File: src/rtl/decoder_scan.sv
// decoder_scan: registered one-hot/thermometer decoder with a direct mode and a prescaled auto-scan mode
module decoder_scan #(
    parameter int IN_W    = 5,
    parameter int OUT_N   = 2**IN_W,
    parameter int DIV     = 4,
    parameter bit ACT_LOW = 1'b0,
    parameter bit THERMO  = 1'b0
) (
    input  logic             iClk,
    input  logic             iRst,
    input  logic             iEna,
    input  logic             iScan,
    input  logic [IN_W-1:0]  iData,
    output logic [OUT_N-1:0] oData,
    output logic [IN_W-1:0]  oIndex,
    output logic             oValid,
    output logic             oWrap,
    output logic             oErr
);
    localparam int PW = DIV > 1 ? $clog2(DIV) : 1;
    localparam logic [OUT_N-1:0] INACTIVE = {OUT_N{ACT_LOW}};

    typedef enum logic {DIRECT, SCAN} modeE;

    modeE            mode, modeNext;
    logic [IN_W-1:0] scanIdx, scanIdxNext, indexNext;
    logic [PW-1:0]   pre, preNext;
    logic [OUT_N-1:0] dataNext;
    logic            validNext, wrapNext, errNext;
    logic            preLast, idxLast, inRange;

    function automatic logic [OUT_N-1:0] enc(input logic [IN_W-1:0] n);
        logic [OUT_N-1:0] v;
        for (int k = 0; k < OUT_N; k++)
            v[k] = THERMO ? (32'(k) <= 32'(n)) : (32'(k) == 32'(n));
        return v ^ INACTIVE;
    endfunction

    assign preLast = 32'(pre) == 32'(DIV - 1);
    assign idxLast = 32'(scanIdx) == 32'(OUT_N - 1);
    assign inRange = 32'(iData) < 32'(OUT_N);

    always_comb begin
        modeNext    = mode;
        scanIdxNext = scanIdx;
        preNext     = pre;
        dataNext    = INACTIVE;
        indexNext   = oIndex;
        validNext   = 1'b0;
        wrapNext    = 1'b0;
        errNext     = 1'b0;
        if (!iScan) begin
            modeNext    = DIRECT;
            scanIdxNext = '0;
            preNext     = '0;
            if (iEna) begin
                errNext   = !inRange;
                validNext = inRange;
                dataNext  = inRange ? enc(iData) : INACTIVE;
                indexNext = inRange ? iData : oIndex;
            end
        end else if (iEna) begin
            // first enabled scan cycle reloads so index 0 is shown for a full DIV clocks
            if (mode == DIRECT) begin
                modeNext    = SCAN;
                scanIdxNext = '0;
                preNext     = '0;
            end else if (preLast) begin
                preNext     = '0;
                wrapNext    = idxLast;
                scanIdxNext = idxLast ? '0 : scanIdx + 1'b1;
            end else begin
                preNext = pre + 1'b1;
            end
            dataNext  = enc(scanIdxNext);
            indexNext = scanIdxNext;
            validNext = 1'b1;
        end
    end

    always_ff @(posedge iClk) begin
        if (iRst) begin
            mode    <= DIRECT;
            scanIdx <= '0;
            pre     <= '0;
            oData   <= INACTIVE;
            oIndex  <= '0;
            oValid  <= 1'b0;
            oWrap   <= 1'b0;
            oErr    <= 1'b0;
        end else begin
            mode    <= modeNext;
            scanIdx <= scanIdxNext;
            pre     <= preNext;
            oData   <= dataNext;
            oIndex  <= indexNext;
            oValid  <= validNext;
            oWrap   <= wrapNext;
            oErr    <= errNext;
        end
    end
endmodule

File: config.mk
export PLATFORM = sky130hd
export DESIGN_NAME = decoder_scan
export DESIGN_NICKNAME = d
export VERILOG_FILES = /design/src/rtl/decoder_scan.sv
export SDC_FILE = /design/constraint.sdc
export NUM_CORES = 1
export LEC_CHECK = 0
export ABC_CLOCK_PERIOD_IN_PS = 2730
export BUFFER_PORTS_ARGS = -buffer_cell sky130_fd_sc_hd__buf_4
export CAP_MARGIN = 20
export CORE_ASPECT_RATIO = 1.1
export CORE_MARGIN = 2
export CORE_UTILIZATION = 53
export CTS_CLUSTER_DIAMETER = 120
export DETAILED_ROUTE_END_ITERATION = 10
export PLACE_DENSITY = 0.89
export SYNTH_ARGS = -nofsm -noshare
export SYNTH_HDL_FRONTEND = slang
export SYNTH_SLANG_ARGS = --single-unit
export TNS_END_PERCENT = 20
File: constraint.sdc
create_clock -name iClk -period 2.73 [get_ports iClk]
set_clock_uncertainty 0.1 [all_clocks]
set_input_delay 0.6825 -clock iClk [delete_from_list [all_inputs] [get_ports iClk]]
set_output_delay 0.6825 -clock iClk [all_outputs]
set_load 0.01 [all_outputs]
==> out/results.ini <==
[status]
run_status = complete, no violations

[routing]
totalWireLength_mm = 4.53
drt_pass1_iterations = 4
remaining_drc_errors = 0
avgViaCountPerCell = 5.57
drtAntennaViolNets = 0
wire_per_inst_um = 13.9
detail_route.iter0.violations = 146
via_total_after_detailed_routing = 1816

[placement]
port_buffers = 47
gp_routability_congestion = 0.903
placed_cell_area_sq_um = 2430
number_of_placed_cells_counting_well_taps = 318
dp_hpwl_mm = 3.33

[setup_path]
start_kind = flip-flop
cp_data_arrival_time_ns = 2.57
timing_worst_setup_path_type = reg2reg
required_ns = 2.87
timing.critical_path.to_type = flip-flop
crit_fanout = 8

[cts]
hold_buffers = 0
cts_buffers = 5
cts-htree-levels = 2
clk_pin_slew_worst_paths_ns = 0.08
numClockSinks = 47
cts_setup_buffers = 0
clock_tree.buffer_depth = 2
cts_root_buffer = sky130_fd_sc_hd__clkbuf_8
clock_insertion_delay_worst_skew_ns = 0.30
cts_repair_resize_count = 0
cts_tree = yes

[die]
placement_rows = 23
fp.dieW_um = 63.8
die_extent_in_y_um = 69.7
core-area_sq_um = 3710
start_util = 0.561
io_pins = 49
fp.dieArea_sq_um = 4450

[sta]
worst-slew-pin-transition_ns = 0.641
setup_viol = 0
fmaxAchievable_ghz = 0.412
rsz0062_at_grt = false
hold_viol = 0
post-route-min-period_ns = 2.43
slew_violations = 0
final_min_period_over_clock_period = 0.889
slew_headroom = 0.571
totalNegativeSetupSlack_ns = 0

[synthesis]
ys_types = 45
ys_warn_count = 0
post_synth_inst_count = 238
syn-num-nets = 250
post_synth_and_or_nand_nor_area_fraction = 0.240
syn-cell-area_sq_um = 2080
yosysSeqAreaShare = 0.452
ys_ff_latch = 47
yosys.area_share.xor_xnor = 0.00781
synth_top_flop_cell = sky130_fd_sc_hd__dfxtp_1
main_combinational_cell_family_by_area_after_synthesis = simple AND/OR/NAND/NOR gates
post_synth_mux_area_share = 0.0361
avgSynthCellArea_sq_um = 8.75
async_flop_share = 0
post_synth_fa_ha_maj_area_fraction = 0.0180
synth_compound_area_frac = 0.198
synth_edf_count = 0

[global_route]
grt_max_degree = 40
globalRouteTotalUtil = 0.211
grt_pass1_vias = 1670
grt_antenna_before_repair = 0
wire_length_of_the_first_global_routing_pass_mm = 7.54
grt.overflow.total = 0

[final_layout]
final_layout_size_suffix_gt1_frac = 0.250
finalNonFillerCells = 326
fin_util = 0.680
synthToLayoutAreaGrowth_pct = 21.3
most-common-layout-cells = sky130_fd_sc_hd__nor2_1, sky130_fd_sc_hd__buf_4, sky130_fd_sc_hd__dfxtp_1
stdcell_area_sq_um = 2520
fillers = 326
n_antenna_cell = 0
nNetsFinal = 287
mostFrequentLayoutCell = sky130_fd_sc_hd__nor2_1

[run]
max-cap-violations = 0

[min_path]
min-delay-path-class = reg2reg

[power]
power.density_cell_area_nw_per_um2 = 482
leakage_nw = 1.01
design_power_mw = 1.22
peakVddDrop_v = 0.000273

cells by family (layout without fill, tap and decap cells):
family	Yosys count	count (layout)
AO/OA/AOI/OAI	57	57
other	1	1
multiplexers	7	7
flip-flops	47	47
adder cells (fa/ha/maj)	3	3
buffers and inverters	22	60
AND/OR/NAND/NOR	100	100
XOR/XNOR	1	1
cell usage after synthesis, drive strengths merged, types with 2 or more instances:
cell	count	area [sq um]
nor3	4	20.0
mux2i	6	60.1
nand2	14	52.6
ha	3	37.5
nor2b	5	31.3
and2	2	12.5
a22oi	32	240
o211ai	2	15.0
a21oi	10	50.1
clkbuf	8	30.0
nand2b	3	18.8
inv	2	7.51
buf	11	56.3
o21ai	2	10.0
and3	4	25.0
nand3	3	15.0
dfxtp	47	941
nand4	2	18.8
nor4	2	12.5
a211oi	2	15.0
nor2	56	238
a31oi	2	18.8
critical path, cell delays in order, from the launching register on:
cell,delay [ns]
sky130_fd_sc_hd__dfxtp_1,0.42
sky130_fd_sc_hd__ha_1,0.25
sky130_fd_sc_hd__and3_1,0.18
sky130_fd_sc_hd__ha_1,0.27
sky130_fd_sc_hd__and4bb_1,0.24
sky130_fd_sc_hd__o2bb2ai_1,0.18
sky130_fd_sc_hd__a31oi_2,0.42
sky130_fd_sc_hd__a22oi_1,0.17
sky130_fd_sc_hd__nor2_1,0.12
area by class of cell:
cell class	instances	area, sq um	share of cell area
clock inverters	2	16.3	0.00644
flip-flops and latches	47	941	0.373
repair buffers	49	368	0.146
well taps	50	62.6	0.0248
multi-input cells	169	1040	0.413
inverters	3	11.3	0.00446
clock buffers	6	82.6	0.0327
per-layer routing:
metal	track usage	routed length, um
met3	0.0455	291
met5	0	0
met2	0.351	2260
met4	0.104	104
met1	0.255	1880
flip-flops by register name (all words and copies together) (netlist names):
| name | cells |
|---|---|
| oData | 32 |
| oIndex | 5 |
| scanIdx | 5 |
| pre | 2 |
| mode | 1 |
| oValid | 1 |
| oWrap | 1 |
stage by stage:
stage / setup slack [ns] / hold WS (ns)
6_report: 0.304 / 0.386
5_1_grt: 0.117 / 0.409
4_1_cts: 0.306 / 0.388
3_5_place_dp: 0.315 / 0.375
3_3_place_gp: 0.458 / 0.354
2_1_floorplan: 0.580 / 0.345
final timing paths:
path	start	to	slack [ns]	cells past startpoint
worst max-delay path	scanIdx[1]$_SDFFE_PP0P_	oData[19]$_SDFF_PP0_	0.30	8
worst min-delay path	pre[0]$_SDFFE_PP0P_	pre[0]$_SDFFE_PP0P_	0.39	2
worst max register to register	scanIdx[1]$_SDFFE_PP0P_	oData[19]$_SDFF_PP0_	0.30	8
worst min register to register	pre[0]$_SDFFE_PP0P_	pre[0]$_SDFFE_PP0P_	0.39	2
power by group:
group / internal [mW] / total, mW / switching [mW] / leakage [nW]
combinational: 0.0293 / 0.0820 / 0.0527 / 0.587
clock: 0.207 / 0.436 / 0.230 / 0.0474
sequential: 0.693 / 0.699 / 0.00629 / 0.380
total: 0.929 / 1.22 / 0.289 / 1.01
(Power assumes the default switching activity.)
